File: src/rtl/fetch_pkg.sv
// Shared definitions for the LEGv8 instruction-fetch stage: widths, PC step and the IF/ID bundle.
package fetch_pkg;

    localparam int INSTR_W = 32;
    localparam int PC_INC  = 4;
    localparam int PC_W    = 64;

    // IF/ID bundle as seen by decode
    typedef struct packed {
        logic [PC_W-1:0]    pc;
        logic [INSTR_W-1:0] instr;
        logic               valid;
    } ifid_t;

endpackage

File: src/rtl/fetch_stage_ifid_reg.sv
// IF/ID pipeline register: reset > squash > hold > load. Squash leaves a cleared bubble.
module ifid_reg
    import fetch_pkg::*;
#(
    parameter int N = 64
) (
    input  logic               clk,
    input  logic               reset,
    input  logic               hold,
    input  logic               squash,
    input  logic [N-1:0]       d_pc,
    input  logic [INSTR_W-1:0] d_instr,
    output logic [N-1:0]       q_pc,
    output logic [INSTR_W-1:0] q_instr,
    output logic               q_valid
);

    logic [N-1:0]       r_pc;
    logic [INSTR_W-1:0] r_instr;
    logic               r_valid;

    always_ff @(posedge clk) begin
        if (reset || squash) begin
            r_pc    <= '0;
            r_instr <= '0;
            r_valid <= 1'b0;
        end else if (!hold) begin
            r_pc    <= d_pc;
            r_instr <= d_instr;
            r_valid <= 1'b1;
        end
    end

    assign q_pc    = r_pc;
    assign q_instr = r_instr;
    assign q_valid = r_valid;

endmodule

File: src/rtl/fetch_stage.sv
// LEGv8 fetch stage: PC register, instruction-memory address and IF/ID register.
// Optional FETCH_PERF_EN adds saturating fetch/stall counters.
module fetch_stage
    import fetch_pkg::*;
#(
    parameter int           N        = 64,
    parameter logic [N-1:0] RESET_PC = '0
) (
    input  logic               clk,
    input  logic               reset,
    input  logic               stall,
    input  logic               flush,
    input  logic [N-1:0]       br_target,
    output logic [N-1:0]       imem_addr,
    input  logic [INSTR_W-1:0] imem_rdata,
    output logic [N-1:0]       if_pc,
    output logic [INSTR_W-1:0] if_instr,
    output logic               if_valid
`ifdef FETCH_PERF_EN
    ,
    output logic [31:0]        perf_fetched,
    output logic [31:0]        perf_stalls
`endif
);

    // Word alignment is enforced on every value that can enter the PC.
    localparam logic [N-1:0] C_ALIGN_MASK = ~N'(3);
    localparam logic [N-1:0] C_RESET_PC   = RESET_PC & C_ALIGN_MASK;

    logic [N-1:0] r_pc;
    logic [N-1:0] w_target;
    logic [N-1:0] w_pc_next;

    assign w_target  = br_target & C_ALIGN_MASK;
    assign w_pc_next = r_pc + N'(PC_INC);

    always_ff @(posedge clk) begin
        if (reset) begin
            r_pc <= C_RESET_PC;
        end else if (flush) begin
            r_pc <= w_target;
        end else if (!stall) begin
            r_pc <= w_pc_next;
        end
    end

    assign imem_addr = r_pc;

    ifid_reg #(
        .N (N)
    ) u_ifid (
        .clk     (clk),
        .reset   (reset),
        .hold    (stall),
        .squash  (flush),
        .d_pc    (r_pc),
        .d_instr (imem_rdata),
        .q_pc    (if_pc),
        .q_instr (if_instr),
        .q_valid (if_valid)
    );

`ifdef FETCH_PERF_EN
    function automatic logic [31:0] sat_inc(input logic [31:0] v);
        return (v == 32'hFFFF_FFFF) ? v : v + 32'd1;
    endfunction

    logic [31:0] r_perf_fetched;
    logic [31:0] r_perf_stalls;

    always_ff @(posedge clk) begin
        if (reset) begin
            r_perf_fetched <= '0;
            r_perf_stalls  <= '0;
        end else if (!flush) begin
            if (stall) begin
                r_perf_stalls  <= sat_inc(r_perf_stalls);
            end else begin
                r_perf_fetched <= sat_inc(r_perf_fetched);
            end
        end
    end

    assign perf_fetched = r_perf_fetched;
    assign perf_stalls  = r_perf_stalls;
`endif

endmodule

File: config.mk
export PLATFORM = sky130hd
export DESIGN_NAME = fetch_stage
export DESIGN_NICKNAME = d
export VERILOG_FILES = /design/src/rtl/fetch_pkg.sv /design/src/rtl/fetch_stage_ifid_reg.sv /design/src/rtl/fetch_stage.sv
export SDC_FILE = /design/constraint.sdc
export NUM_CORES = 1
export LEC_CHECK = 0
export CELL_PAD_IN_SITES_DETAIL_PLACEMENT = 1
export CELL_PAD_IN_SITES_GLOBAL_PLACEMENT = 1
export CORE_MARGIN = 2
export CORE_UTILIZATION = 34
export CTS_BUF_LIST = sky130_fd_sc_hd__clkbuf_8
export DETAILED_ROUTE_END_ITERATION = 8
export PLACE_DENSITY = 0.85
export SETUP_SLACK_MARGIN = 0.02
export SYNTH_ARGS = -nofsm -noshare
export SYNTH_HDL_FRONTEND = slang
export SYNTH_SLANG_ARGS = --single-unit
File: constraint.sdc
create_clock -name clk -period 3.1 [get_ports clk]
set_input_delay 0.775 -clock clk [delete_from_list [all_inputs] [get_ports clk]]
set_output_delay 0.775 -clock clk [all_outputs]
set_load 0.1 [all_outputs]
### Yosys cells after proc, flatten, opt, wreduce, memory -nomap -nowiden

Index checks and enable logic that the tools add are counted.

| word-level totals | value |
|---|---|
| register bits | 161 |
| bits of input ports | 100 |
| output and inout port bits | 161 |
| word-level logic and storage cells | 11 |

| cells by class | value |
|---|---|
| add/subtract/negate cells | 1 |
| equal/unequal tests | 1 |
| multiplexer cells | 2 |
| reductions and logical operators | 2 |

Operators by type and width:

| kind | number |
|---|---|
| 64-bit two-way mux | 2 |
| 64-bit by 3-bit adder with 64-bit output, second input constant | 1 |
| 2-bit by 1-bit inequality test with 1-bit output, second input constant | 1 |
| 2-bit OR reduction | 1 |
| 1-bit logical OR | 1 |

### Logic depth before layout (Yosys ltp)

| logic depth | value |
|---|---|
| depth in word-level cells | 3 |
| depth in mapped cells | 8 |
| mapped depth without buffers | 6 |

### Modules after synthesis

Synthesis repeated with hierarchy kept, for this count alone.

| unflattened totals | value |
|---|---|
| cells, all modules | 789 |
| area, all modules | 7216.9 µm² |

By module, submodules not included:

| module | times used | cells each | area an instance (µm²) | sequential area each (µm²) |
|---|---|---|---|---|
| fetch_stage | 1 | 475 | 3777.4 | 1241.2 |
| ifid_reg | 1 | 314 | 3439.5 | 1941.9 |

### Worst setup path before layout

No wires, ideal clock.

| timing | value |
|---|---|
| kind | register -> register |
| start | reg r_pc[12], in the netlist imem_addr[12] |
| end | reg r_pc[55], in the netlist imem_addr[55] |
| library setup time | 0.123 ns |
| arrival | 3.117 ns |
| required time | 2.977 ns |
| slack | -0.140 ns |
| stages on the path, launching flop included | 9 |
| path buffers | 3 |
| clock period less this slack | 3.240 ns |
| path through | dfxtp_1 > buf_2 > nand3_1 > or4_1 > buf_2 > or4_1 > buf_2 > mux2i_1 > a311o_2 |

| between the ends | value |
|---|---|
| cells in the longest elaborated chain, start to end | 3 |

Ends and longest elaborated chain:

| what | line | text |
|---|---|---|
| start: declaration | fetch_stage.sv:30 | `logic [N-1:0] r_pc;` |
| start signal: assignment | fetch_stage.sv:41 | `r_pc <= w_target;` |
| start signal: assignment | fetch_stage.sv:43 | `r_pc <= w_pc_next;` |
| 64-bit by 3-bit adder with 64-bit output | fetch_stage.sv:35 | `assign w_pc_next = r_pc + N'(PC_INC);` |
| 64-bit two-way mux | fetch_stage.sv:42 | `end else if (!stall) begin` |
| 64-bit two-way mux | fetch_stage.sv:40 | `end else if (flush) begin` |

No other way between the ends. The select of a mux whose other input is x is not followed.
A chain may end at the register's enable or synchronous reset.

### Final worst setup path

| timing | value |
|---|---|
| start | reg r_pc[6], in the netlist imem_addr[6] |
| end | reg r_pc[63], in the netlist imem_addr[63] |

The elaborated chain is that of the path after synthesis.

==> metrics.log <==
[metrics] run status: completed
[metrics] Static Leakage: around 4.2 nW
[metrics] number of setup buffers added after CTS: 0
[metrics] multi-input logic area: between 3000 and 4000 um2
[metrics] placed wire-length estimate: between 15000 and 20000 um
[metrics] area overhead of the layout relative to synthesis: 41.1%
[metrics] sequential cell area fraction in the yosys report: 43.9%
[metrics] clock tree root driver cell: clkbuf_8
[metrics] cells traversed along the worst timing path: nand2_1 > or4_1 > or4_1 > mux2i_1 > a311o_2
[metrics] total CTS buffers: 17
[metrics] path depth of the worst reg2reg path: 5
[metrics] remaining antenna violation count after routing: 0
[metrics] Worst Path Arrival: 3.03 ns
[metrics] buffer depth of the longest clock path: 2
[metrics] peak fanout along the critical path: 9
[metrics] Seq. cell area: approximately 3200 um2
[metrics] detail-routed via count per cell: 5.25
[metrics] switching pwr: between 1.5 and 2 mW
[metrics] hold-fix buffer count after cts: 0
[metrics] most numerous cell on the critical path: or4_1
[metrics] count of warnings emitted by yosys: 0
[metrics] commonest cells after routing, fill and taps aside: 181 x buf_4, 150 x nor2_1, 150 x dfxtp_1
[metrics] count of final hold-check violations: 0
[metrics] CP peak stage delay: ~0.74 ns
[metrics] iteration count of the initial detailed-routing pass: 4
[metrics] global route total overflow: 0
[metrics] Min-Delay Path Class: reg -> reg
[metrics] GR Layer Usage met1: between 20% and 30%
[metrics] vias in the first global route: a little over 7000
[metrics] Clk network pwr share: a little over a third
[metrics] Crit. End Element: flop
[metrics] Total Routed Length: ~25000 um
[metrics] # setup viols final: 0
[metrics] hold endpoint: u_ifid.q_valid
[metrics] Top FF cell, synth: dfxtp_1
[metrics] Clock Skews: between 0.01 and 0.015 ns
[metrics] clock tree from TritonCTS: built
[metrics] worst hold start: u_ifid.q_valid
[metrics] quantity of gates resized following cts: 0
[metrics] Vert. Die Dim: 149 um
[metrics] Filler Cells Inserted: roughly 2500
[metrics] clock transition at the register clock pins on the worst setup and hold paths after CTS: about 0.090 ns
[metrics] wire length per cell: around 19 um
[metrics] Mapped Avg Cell Area: ~9 um2
[metrics] power density over the cells: around 540 nW/um2
[metrics] hold path cells: 2
[metrics] synthesis-stage register bit count: between 150 and 200
[metrics] core area: 20800 um2
[metrics] die extent in x: between 100 and 150 um
[metrics] share of post-route cells with drive strength above 1: between 20% and 30%
[metrics] switching power as a share of total power: approximately a third
[metrics] worst slew pin tran: around 0.60 ns
[metrics] GR Util met3: about 7.3%
[metrics] worst reg-to-reg setup slack: about 0.42 ns
[metrics] Final Util: around half
[metrics] Tot GR Track Use: around 23%
[metrics] sum of negative setup slack: 0 ns
[metrics] Logic pwr share: between 20% and 30%
[metrics] # H-tree levels: 4
[metrics] sequential share of power: between 40% and 50%
[metrics] leading cell type in the layout, fill and taps excluded: buf_4
[metrics] maximum number of pins on one net before global-route repair: just under 100
[metrics] count of boundary I/O pins: about 260
[metrics] internal power: between 3 and 4 mW
[metrics] FP Rows: 53
[metrics] total inserted antenna cells: 0
[metrics] MaxCap Viol Count: 0
[metrics] placer's final routability congestion estimate: 0.786
[metrics] wire length of the first global-routing pass: slightly below 40000 um
[metrics] clock sink total: between 150 and 200
[metrics] number of vias in the routed layout: around 7000
[metrics] endpoint required time on the critical path: about 3.5 ns
[metrics] startpoint-to-endpoint class of the critical path: reg -> reg
[metrics] count of flip-flops with a built-in enable after synthesis: 0
[metrics] Worst slew margin: between 50% and 60%
[metrics] FFs w/ async S/R, synth: 0%
[metrics] DR DRC count: 0
[metrics] RSZ-0062 raised after global routing: no
[metrics] Period minus WS final: between 2 and 3 ns
[metrics] Max stage delay cell, worst path: or4_1
[metrics] clock latency on the worst-skew pair: ~0.47 ns
[metrics] effective utilization at floorplan: between 30 and 40%
[metrics] antenna violations before repair: 0
[metrics] Peak Freq: between 300 and 400 MHz
[metrics] IR Drop Worst-Case VDD: 242 uV
[metrics] total number of nets in the final design: 1138
[metrics] final cycle utilization of the critical path: 86.4%
[metrics] max-slew violation count: 0
[metrics] total die area: around 22000 um2
[metrics] Startpoint Class: flop
[metrics] count of buffers from port buffering: 254
[metrics] most crowded layer after global routing: met2
[metrics] count of mapped cells out of synthesis: 804
[metrics] startpoint of the worst register-to-register path: imem_addr[6]
[metrics] combined area of all synthesized cells: 7160 um2
[metrics] number of DRC markers in iteration 0: around 300
[metrics] met2 usage in global routing: 38.5%
[metrics] endpoint of the worst-slack reg-to-reg timing path: imem_addr[63]
[metrics] Netlist cell types: 52
-- critical path, delay by kind of cell, from the launching register on --
kind | cells | cell delay [ns]
multiplexers | 1 | 0.17
AO/OA/AOI/OAI | 1 | 0.35
flip-flops | 1 | 0.50
AND/OR/NAND/NOR | 3 | 1.54
-- area by class of cell --
class,instances,share of cell area [%]
flip-flops and latches,157,31.2
well taps,275,3.41
multi-input cells,572,36.8
clock buffers,19,2.59
inverters,9,0.334
clock inverters,13,2.33
repair buffers,280,23.4
-- per-layer routing --
layer | part of all wire (%) | up-vias | routed length [um]
li1 | - | 3331 | -
met1 | 42 | 3375 | 10700
met2 | 49 | 225 | 12200
met3 | 7.6 | 24 | 1910
met4 | 1.2 | 0 | 311
met5 | 0 | - | 0
-- metrics by stage --
stage / total power, mW / instance area, um2 / hold slack [ns] / setup slack, ns / cells
after floorplan: 3.16 / 7180 / 0.779 / 0.0246 / 807
after global placement: 3.52 / 9600 / 0.444 / 0.248 / 1293
after detailed placement: 3.54 / 9600 / 0.454 / 0.227 / 1293
after CTS: 5.48 / 10100 / 0.472 / 0.414 / 1325
after global routing: 5.63 / 10100 / 0.496 / 0.322 / 1325
final: 5.41 / 10100 / 0.459 / 0.422 / 1325
-- cell families (layout without fill, tap and decap cells) --
group,count (synthesis),after routing,synth area share [%]
and+or+nand+nor,347,347,24.2
DFF,157,157,43.9
muxes,102,102,14.3
AOI/OAI and AO/OA,78,78,8.11
buffers and inverters,78,321,4.40
xor gates and xnor gates,40,40,4.89
adders and majority gates,1,1,0.175
other,1,4,0.0524
-- sequential cells by signal (all words and copies together) (netlist names) --
| register | cells |
|---|---|
| imem_addr | 62 |
| u_ifid.q_instr | 32 |
| u_ifid.q_pc | 62 |
| u_ifid.q_valid | 1 |
-- cell usage after synthesis, types with 9 or more instances --
cell type,n,share of area [%]
dfxtp_1,157,44
buf_1,18,0.94
nor3_1,20,1.4
inv_1,9,0.47
and4_1,10,1.2
clkbuf_1,41,2.2
nand4_1,28,2.4
xnor2_1,26,3.2
xor2_1,14,1.7
a21oi_1,13,0.91
nand3_1,22,1.5
a211oi_1,32,3.4
and3_1,16,1.4
nor4_1,31,2.7
mux2i_1,102,14
nor2_1,150,7.9
nand2_1,32,1.7
-- power by group through the flow --
stage	Sequential [mW]	Combinational, mW	Clock [mW]
CTS	2.23	1.27	1.98
finish	2.23	1.27	1.92
global route	2.24	1.32	2.07
floorplan	2.86	0.296	0
global placement	2.27	1.25	0
detailed placement	2.27	1.27	0
-- worst max path at each step --
stage | start | to | slack (ns) | cells past startpoint
after detailed placement | stall | imem_addr[63] | 0.23 | 6
final | imem_addr[6] | imem_addr[63] | 0.42 | 5
after floorplan | imem_addr[11] | imem_addr[55] | 0.02 | 7
after global routing | imem_addr[6] | imem_addr[55] | 0.32 | 5
after CTS | imem_addr[12] | imem_addr[63] | 0.41 | 5
after global placement | stall | imem_addr[63] | 0.25 | 6
(Power assumes the default switching activity.)
